### src/rtl/mem_ctrl_pkg.sv
// Shared types for the data-memory port controller: request opcodes, FSM states
// and the default address width.
package mem_ctrl_pkg;

    localparam int unsigned AW_DEFAULT = 8;

    typedef enum logic [1:0] {
        OP_LOAD  = 2'b00,
        OP_STORE = 2'b01,
        OP_FILL  = 2'b10,
        OP_RSVD  = 2'b11
    } op_e;

    typedef enum logic [2:0] {
        StIdle,
        StRead,
        StWrite,
        StFill,
        StResp
    } state_e;

endpackage

### src/rtl/mem_port_ctrl.sv
// Initiator-side controller for the CPU data memory: one request at a time over
// valid/ready, single-cycle load/store, multi-cycle block fill, one-cycle response.
module mem_port_ctrl
    import mem_ctrl_pkg::*;
#(
    parameter int unsigned AW = AW_DEFAULT
) (
    input  logic          CLK,
    input  logic          RST_N,
    input  logic          ReqValid,
    output logic          ReqReady,
    input  logic [1:0]    ReqOp,
    input  logic [AW-1:0] ReqAddr,
    input  logic [7:0]    ReqData,
    input  logic [AW-1:0] ReqLen,
    output logic          RespValid,
    output logic [7:0]    RespData,
    output logic          RespErr,
    output logic [AW-1:0] MemAddress,
    output logic          MemRead,
    output logic          MemWrite,
    output logic [7:0]    MemWData,
    input  logic [7:0]    MemRData
);

    state_e        state_q, state_d;
    logic [AW-1:0] addr_q, addr_d;
    logic [AW-1:0] count_q, count_d;
    logic [7:0]    wdata_q, wdata_d;
    logic [7:0]    rdata_q, rdata_d;
    logic          err_q, err_d;

    always_ff @(posedge CLK or negedge RST_N) begin
        if (!RST_N) begin
            state_q <= StIdle;
            addr_q  <= '0;
            count_q <= '0;
            wdata_q <= '0;
            rdata_q <= '0;
            err_q   <= 1'b0;
        end else begin
            state_q <= state_d;
            addr_q  <= addr_d;
            count_q <= count_d;
            wdata_q <= wdata_d;
            rdata_q <= rdata_d;
            err_q   <= err_d;
        end
    end

    always_comb begin
        state_d = state_q;
        addr_d  = addr_q;
        count_d = count_q;
        wdata_d = wdata_q;
        rdata_d = rdata_q;
        err_d   = err_q;

        case (state_q)
            StIdle: begin
                if (ReqValid) begin
                    addr_d  = ReqAddr;
                    wdata_d = ReqData;
                    count_d = ReqLen;
                    rdata_d = '0;
                    err_d   = 1'b0;
                    unique case (op_e'(ReqOp))
                        OP_LOAD:  state_d = StRead;
                        OP_STORE: state_d = StWrite;
                        OP_FILL:  state_d = (ReqLen == '0) ? StResp : StFill;
                        OP_RSVD: begin
                            state_d = StResp;
                            err_d   = 1'b1;
                        end
                    endcase
                end
            end
            StRead: begin
                rdata_d = MemRData;
                state_d = StResp;
            end
            StWrite: state_d = StResp;
            StFill: begin
                // Address wraps naturally at 2**AW; the write of count 1 is the last one.
                addr_d  = addr_q + AW'(1);
                count_d = count_q - AW'(1);
                if (count_q == AW'(1)) begin
                    state_d = StResp;
                end
            end
            StResp:  state_d = StIdle;
            default: state_d = StIdle;
        endcase
    end

    // Memory-side outputs come straight from state registers, so reset drops them at once.
    assign ReqReady   = (state_q == StIdle);
    assign RespValid  = (state_q == StResp);
    assign RespErr    = (state_q == StResp) && err_q;
    assign RespData   = rdata_q;
    assign MemRead    = (state_q == StRead);
    assign MemWrite   = (state_q == StWrite) || (state_q == StFill);
    assign MemAddress = addr_q;
    assign MemWData   = wdata_q;

endmodule
### config.mk
export PLATFORM = sky130hd
export DESIGN_NAME = mem_port_ctrl
export DESIGN_NICKNAME = d
export VERILOG_FILES = /design/src/rtl/mem_ctrl_pkg.sv /design/src/rtl/mem_port_ctrl.sv
export SDC_FILE = /design/constraint.sdc
export NUM_CORES = 1
export LEC_CHECK = 0
export BUFFER_PORTS_ARGS = -buffer_cell sky130_fd_sc_hd__buf_4
export CAP_MARGIN = 20
export CORE_ASPECT_RATIO = 0.9
export CORE_MARGIN = 4
export CORE_UTILIZATION = 48
export DETAILED_ROUTE_END_ITERATION = 8
export HOLD_SLACK_MARGIN = 0.02
export PLACE_DENSITY_LB_ADDON = 0.25
export SLEW_MARGIN = 30
export SYNTH_ARGS = -nofsm -noshare
export SYNTH_HDL_FRONTEND = slang
export SYNTH_SLANG_ARGS = --single-unit
### constraint.sdc
create_clock -name CLK -period 2.2 [get_ports CLK]
set_input_delay 0.33 -clock CLK [delete_from_list [all_inputs] [get_ports CLK]]
set_output_delay 0.33 -clock CLK [all_outputs]
set_load 0.02 [all_outputs]
==> results.toml, run 1 <==
[grt]
grt_use_total = 0.186
grt_pass1_wl_um = 6750
antenna_found_initial = 0
grt_pass1_vias = 1461
grt_max_degree = 37
grt.overflow.total = 0

[timing]
drv_slew = 0
rsz0062_at_grt = "false"
fin_skew_ns = 0.00171
fin_setup_tns_ns = 0
setup_slack_ns = 0.352
clock.fmax_mhz = 541
period_share = 0.840
worst_pin_slew_ns = 0.529
min_period_ns = 1.85
relSlewSlack = 0.646
finalSetupViolations = 0
hold_viol = 0

[detailed_routing]
firstDrtPassIters = 4
postRouteAntennaNets = 0
drt_iter0_drc = 79
via_count = 1562
wl_per_cell_um = 14.2
viasPerCell = 5.42
routed_wl_um = 4100
remaining_drc_errors = 0

[setup_path]
crit_path_start_kind = "flop"
cp_max_fo = 26
reg2reg_to = "MemAddress[4]"
end_kind = "flop"
arrival_ns = 2.02
critPathKind = "flop to flop"
rrSetupSlack_ns = 0.35
r2r_cells = 4
reg2reg_from = "state_q[2]"
required_ns = 2.37
setup.worst_path.start = "state_q[2]"

[yosys]
synth_seq_cells = 36
yosysUniqueCellTypes = 38
ys_seq_area_frac = 0.519
async_flop_share = 1.00
yosysTopAreaCell = "dfrtp_1"
synth_top_area_share = 0.519
netlist_top_cells_area = "dfrtp_1 (52%), nand2_1 (8.9%), a22o_1 (4.0%)"
synth-edff-count = 0
synthesis.nets = 215
syn_area_per_cell_um2 = 9.91
synthCells = 175
syn_area_um2 = 1730
synth_warnings = 0
ys.flop_type = "dfrtp_1"

[clocking]
clkSinkCount = 36
cts_inserted_buffers = 5
path_clk_slew_ns = 0.07
cts.repair.resized = 0
cts_root_buf = "clkbuf_8"
postCtsSetupBuffers = 0
htreeDepth = 2
clock_latency_ns = 0.28
cts_tree = "done"
clockBufferDepth = 2

[min_path]
hold_path.class = "input port to flop"
hold_end = "MemWData[7]"
hold_start = "ReqData[7]"
holdPathStages = 3

[place]
hpwl_um = 2980
place_congestion = 0.791
portBuffers = 65
dp_slack_ns = 0.380

[die]
start_util = 0.506
rows = 20
die_w_um = 71.4
die_area_um2 = 4640
ioPinCount = 66
core_um2 = 3430
die_h_um = 65.0

[final_layout]
seqCellArea_um2 = 901
fill_cells = 263
final_net_count = 283
layout_commonest_cell = "buf_4"
most-common-layout-cells = "buf_4 (68), nand2_1 (41), dfrtp_1 (36)"
final_util = 0.690
antenna_cells = 0
multi_input_comb_area_um2 = 766
area_delta_synth_final_pct = 36.4
final_layout_size_suffix_gt1_frac = 0.344

[job]
maxCapViolations = 0

[power_and_ir_drop]
p_leak_uw = 0.00118
power_density_nw_per_um2 = 549
ir_worst_vdd_mv = 0.628

[run_status]
status = "finished clean"
worst max path at each step:
stage	endpoint	slack [ns]	cells after the start
after global placement	MemAddress[4]	0.40	4
after global routing	MemAddress[4]	0.30	4
final	MemAddress[4]	0.35	4
after detailed placement	MemAddress[4]	0.38	4
after floorplan	count_q[4]	0.41	7
after CTS	MemAddress[4]	0.35	4
state kept, by name, indices dropped and copies added, names as in the netlist:
| register | flops |
|---|---|
| MemAddress | 8 |
| RespData | 8 |
| state_q | 3 |
| count_q | 8 |
| MemWData | 8 |
| err_q | 1 |
per-layer routing:
layer | global-route usage | wire length (µm) | share of wire
met2 | 0.286 | 1930 | 0.47
met3 | 0.0698 | 335 | 0.082
met5 | 0 | 0 | 0
met1 | 0.251 | 1800 | 0.44
met4 | 0.0376 | 31 | 0.0076
worst max-delay path, cell delays in order (launching register included):
cell and delay, ns:
dfrtp_1 0.48, or4b_4 0.75, nand2_8 0.14, o21ai_2 0.06, a221o_1 0.29
report_power, final:
part	internal, µW	leakage [µW]	switching, µW
combinational	44.3	0.000678	27.5
sequential	662	0.000446	0.307
clock	336	0.0000552	227
stage by stage:
stage	total power [µW]	cell area, µm²	cells	hold WS [ns]
finish	1300	2360	288	0.231
global route	1350	2360	288	0.227
CTS	1310	2360	288	0.224
detailed placement	747	2250	279	0.309
global placement	746	2250	279	0.311
floorplan	680	1730	175	0.0344
cells in the mapped netlist, types with 2 or more instances:
| cell | number |
|---|---|
| and2_1 | 2 |
| buf_6 | 2 |
| nor4_1 | 3 |
| a22o_1 | 8 |
| or4_1 | 2 |
| and3_1 | 2 |
| nor3_1 | 5 |
| ha_1 | 3 |
| a21oi_1 | 6 |
| o221a_2 | 2 |
| dfrtp_1 | 36 |
| o21ai_0 | 7 |
| nand3_1 | 7 |
| o211ai_1 | 4 |
| buf_2 | 6 |
| inv_1 | 4 |
| o22ai_1 | 2 |
| nor2_1 | 9 |
| and3b_1 | 2 |
| o311ai_0 | 5 |
| nand2_1 | 41 |
logic make-up after synthesis:
kind of cell	Yosys count	share of synthesized area
buffers and inverters	12	0.0390
multiplexers	1	0.00577
adder cells (fa/ha/maj)	3	0.0216
flip-flops	36	0.519
AO/OA/AOI/OAI	41	0.175
AND/OR/NAND/NOR	82	0.240
what timing repair did:
action                                  CTS  global route
endpoints found under the setup margin    0             0
hold endpoints to repair                 36             0
hold buffers                              1             0
cell type report:
cell class / instances / area share
Clock buffer: 6 / 0.0307
Clock inverter: 2 / 0.0148
Inverter: 4 / 0.00635
Multi-Input combinational cell: 127 / 0.324
Sequential cell: 36 / 0.381
Tap cell: 44 / 0.0233
Timing Repair Buffer: 69 / 0.220
No activity file was read; power rests on OpenSTA's default activity.
==> run 2: changes to the inputs <==
==> constraint.sdc (replaced) <==
create_clock -name CLK -period 1.8 [get_ports CLK]
set_input_delay 0.27 -clock CLK [delete_from_list [all_inputs] [get_ports CLK]]
set_output_delay 0.27 -clock CLK [all_outputs]
set_load 0.02 [all_outputs]
==> results.toml, run 2 (synthesis results as in run 1) <==
[clocking]
htreeDepth = 2
clockBufferDepth = 2
cts_tree = "done"
cts_root_buf = "clkbuf_8"
clock_latency_ns = 0.29
clkSinkCount = 36
path_clk_slew_ns = 0.07
cts_inserted_buffers = 5

[setup_path]
cp.depth = 5
max_stage_delay_ns = 0.41
cpMaxStageDelayCell = "o311ai_0"
crit_path_start_kind = "flop"
rrSetupSlack_ns = 0.13
reg2reg_from = "state_q[2]"
critPathCapture = "count_q[7]"
end_kind = "flop"
arrival_ns = 1.83
cp_max_fo = 9
crit_family = "simple AND/OR/NAND/NOR gates"
worst-path-buf-inv = 1
reg2reg_to = "count_q[7]"
worstPathCellList = "buf_4, and3b_1, nand4_1, o311ai_0, nand3_1"
critPathKind = "flop to flop"
setup.worst_path.start = "state_q[2]"
r2r_cells = 5
required_ns = 1.96

[detailed_routing]
remaining_drc_errors = 0
firstDrtPassIters = 4
routed_wl_um = 4390
via_count = 1589
postRouteAntennaNets = 0
drt_iter0_drc = 60
viasPerCell = 5.42
wl_per_cell_um = 15.0

[die]
rows = 20
die_w_um = 71.4
ioPinCount = 66
die_h_um = 65.0
die_area_um2 = 4640
core_um2 = 3430
start_util = 0.506

[power_and_ir_drop]
ir_worst_vdd_mv = 0.526
netSwitchingPower_uw = 309
seqPwrFrac = 0.512
p_leak_uw = 0.00120
power_density_nw_per_um2 = 659
clkPwrFrac = 0.433
p_int_uw = 1270
swShare = 0.195
combPwrFrac = 0.056

[grt]
grt_pass1_vias = 1494
antenna_found_initial = 0
grt_max_degree = 37
grt_pass1_wl_um = 7080
grt_use_total = 0.199
grt.overflow.total = 0

[timing]
min_period_ns = 1.67
fin_skew_ns = 0.00698
period_share = 0.929
clock.fmax_mhz = 598
whs_ns = 0.167
relSlewSlack = 0.646
worst_pin_slew_ns = 0.529
setup_slack_ns = 0.128
fin_setup_tns_ns = 0
rsz0062_at_grt = "false"
finalSetupViolations = 0
drv_slew = 0
hold_viol = 0

[place]
dp_slack_ns = 0.167
placedCellCount = 284
portBuffers = 65
hpwl_um = 3240
place_congestion = 0.817

[job]
maxCapViolations = 0

[min_path]
hold_path.class = "input port to flop"

[final_layout]
final_net_count = 288
stdcell_count = 293
layout_commonest_cell = "buf_4"
area_delta_synth_final_pct = 38.5
final_layout_size_suffix_gt1_frac = 0.357
antenna_cells = 0
most-common-layout-cells = "buf_4 (73), nand2_1 (41), dfrtp_1 (36)"

[run_status]
status = "finished clean"
==> run 2: cell count changes in the layout (fill, tap and decap cells not counted) <==
cell / before / now
o311ai_1: 0 / 1
o311ai_0: 5 / 4
buf_4: 68 / 73
==> run 2: stage by stage <==
step                      total power (µW)  utilization  instance area (µm²)
after floorplan                        831            -                 1730
after global placement                 912        0.666                 2280
after detailed placement               913        0.666                 2280
after CTS                             1600        0.701                 2400
after global routing                  1650        0.701                 2400
final                                 1580        0.701                 2400
==> run 2: timing repair <==
action / 4_1_cts / 5_1_grt
resized for setup: 0 / 1
hold buffers: 1 / 0
buffers inserted: 0 / 0
endpoints found under the hold margin: 36 / 0
endpoints found under the setup margin: 0 / 1
==> run 2: power by group through the flow <==
| stage | clock [µW] | sequential [µW] | combinational, µW |
|---|---|---|---|
| global placement | 0 | 825 | 86.5 |
| finish | 686 | 810 | 88.0 |
| detailed placement | 0 | 825 | 87.9 |
| CTS | 703 | 810 | 90.4 |
| global route | 743 | 809 | 99.0 |
| floorplan | 0 | 825 | 5.82 |
==> run 2: tightest hold or removal path: stages <==
cell	delay (ns)
buf_4	0.08
nand2_1	0.04
nand2_1	0.04
==> run 2: layer usage <==
metal	up-vias	track usage	wire, µm
li1	775	-	-
met1	756	0.260	1830
met2	52	0.315	2160
met3	6	0.0651	348
met4	0	0.0587	48
met5	-	0	0
==> run 2: cell type report <==
class	count	area [µm²]
Timing Repair Buffer	74	558
Sequential cell	36	901
Clock inverter	2	35.0
Clock buffer	6	72.6
Multi-Input combinational cell	127	766
Fill cell	282	1030
Tap cell	44	55.1
Inverter	4	15.0
==> run 2: how the worst min path moves through the flow <==
stage / startpoint / slack (ns) / endpoint / depth (start not counted)
floorplan: RST_N / -0.03 / MemAddress[0] / 0
global placement: RST_N / 0.25 / MemAddress[6] / 1
detailed placement: RST_N / 0.25 / MemAddress[6] / 1
CTS: ReqData[5] / 0.16 / MemWData[5] / 3
global route: ReqData[4] / 0.16 / MemWData[4] / 3
finish: ReqData[5] / 0.17 / MemWData[5] / 3
==> run 3: changes to the inputs <==
--- a/config.mk
+++ b/config.mk
@@ -9,7 +9,7 @@
 export CAP_MARGIN = 20
 export CORE_ASPECT_RATIO = 0.9
 export CORE_MARGIN = 4
-export CORE_UTILIZATION = 48
+export CORE_UTILIZATION = 44
 export DETAILED_ROUTE_END_ITERATION = 8
 export HOLD_SLACK_MARGIN = 0.02
 export PLACE_DENSITY_LB_ADDON = 0.25
==> constraint.sdc (replaced) <==
create_clock -name CLK -period 1.4 [get_ports CLK]
set_input_delay 0.21 -clock CLK [delete_from_list [all_inputs] [get_ports CLK]]
set_output_delay 0.21 -clock CLK [all_outputs]
set_load 0.02 [all_outputs]
==> results.toml, run 3 (synthesis results as in run 1) <==
[run_status]
status = "finished with violations"
violations = "setup timing"

[die]
core_um2 = 3760
die_h_um = 67.6
ioPinCount = 66
die_w_um = 74.2
die_area_um2 = 5010
start_util = 0.462
rows = 21

[detailed_routing]
via_count = 1707
routed_wl_um = 4760
firstDrtPassIters = 4
wl_per_cell_um = 14.9
viasPerCell = 5.33
postRouteAntennaNets = 0
drt_iter0_drc = 97
remaining_drc_errors = 0

[grt]
grt_pass1_wl_um = 7180
grt_max_degree = 37
grt_use_total = 0.191
grt_pass1_vias = 1535
antenna_found_initial = 0
grt.overflow.total = 0

[setup_path]
arrival_ns = 1.83
max_stage_delay_ns = 0.54
crit_path_start_kind = "flop"
critPathKind = "flop to flop"
cpMaxStageDelayCell = "or4b_4"
cp_max_fo = 25
worst-path-buf-inv = 2
end_kind = "flop"
worstPathCellList = "buf_6, or4b_4, buf_12, o221a_2"
crit_family = "simple AND/OR/NAND/NOR gates"
required_ns = 1.58

[clocking]
htreeDepth = 2
clock_latency_ns = 0.29
cts_tree = "done"
path_clk_slew_ns = 0.07
cts_root_buf = "clkbuf_8"
cts_inserted_buffers = 5
clkSinkCount = 36
clockBufferDepth = 2

[place]
hpwl_um = 3280
place_congestion = 0.869
portBuffers = 65
place_area_um2 = 2460

[timing]
rsz0062_at_grt = "true"
min_period_ns = 1.65
drv_slew = 0
hold_viol = 0
worst_pin_slew_ns = 0.462
relSlewSlack = 0.692
clock.fmax_mhz = 607
setup_slack_ns = -0.248
finalSetupViolations = 40
fin_skew_ns = 0.00225
period_share = 1.18

[job]
maxCapViolations = 0

[final_layout]
final_net_count = 313
multi_input_comb_area_um2 = 867
antenna_cells = 0
seqCellArea_um2 = 902
most-common-layout-cells = "buf_4 (81), nand2_1 (41), dfrtp_1 (35)"
layout_commonest_cell = "buf_4"
final_layout_size_suffix_gt1_frac = 0.471
fill_cells = 277
fin_area_um2 = 2750
area_delta_synth_final_pct = 58.7

[power_and_ir_drop]
ir_worst_vdd_mv = 0.692
p_leak_uw = 0.00137
p_total_uw = 1930
power_density_nw_per_um2 = 699

[min_path]
hold_path.class = "input port to flop"
[run 3: cell types whose count changed in the layout (fill, tap and decap cells not counted), moves of 2 or more]
cell and change:
buf_4 +8, nor2_1 -2, o311ai_0 -3, nor3_1 -2, buf_6 +16, a21oi_1 -2, o21ai_0 -2, nor2_4 +2
o311ai_1 +3, a21oi_2 +2
[run 3: layer usage]
metal | vias up | wire [µm] | GRT usage
li1 | 836 | - | -
met1 | 805 | 1970 | 0.247
met2 | 60 | 2380 | 0.300
met3 | 6 | 342 | 0.0610
met4 | 0 | 65 | 0.0679
met5 | - | 0 | 0
[run 3: where the power goes]
group	total, µW	switching, µW	internal [µW]
combinational	116	46.0	69.7
sequential	1040	0.583	1040
clock	769	376	393
[run 3: worst register-to-register path: stages (launching register included)]
cell and delay (ns):
dfrtp_1 0.41, buf_6 0.13, or4b_4 0.54, buf_12 0.19, o221a_2 0.27
[run 3: cell type report]
cell class	instances	share of cell area
multi-input combinational	127	0.315
sequential	36	0.328
timing repair buffer	99	0.297
inverter	4	0.00545
tap	46	0.0209
clock inverter	2	0.00364
clock buffer	6	0.0300
[run 3: repair_timing]
action                                 CTS  global route
gates resized for setup                 20            18
setup endpoints to repair               41            41
pin swaps                                7             7
hold buffers                             1             0
endpoints found under the hold margin   36             0
setup buffers                            3             2
[run 3: path summary, 6_finish.rpt]
kind	startpoint	end	slack, ns	depth (start not counted)
worst max-delay path	state_q[1]	count_q[1]	-0.25	4
worst min-delay path	ReqData[4]	MemWData[4]	0.11	3
worst max register to register	state_q[1]	count_q[1]	-0.25	4
worst min register to register	MemWData[4]	MemWData[4]	0.48	2
max in group asynchronous	RST_N	state_q[2]	0.65	2
min in group asynchronous	RST_N	MemAddress[5]	0.41	2
[run 3: per-stage QoR]
step / utilization / cells / hold slack (ns) / setup slack [ns] / TNS (ns)
finish: 0.733 / 320 / 0.105 / -0.248 / -5.06
global route: 0.733 / 320 / 0.104 / -0.273 / -7.17
CTS: 0.711 / 318 / 0.0994 / -0.231 / -4.33
detailed placement: 0.656 / 306 / 0.197 / -0.168 / -2.34
global placement: 0.656 / 306 / 0.197 / -0.152 / -1.78
floorplan: - / 175 / -0.0856 / -0.275 / -5.25
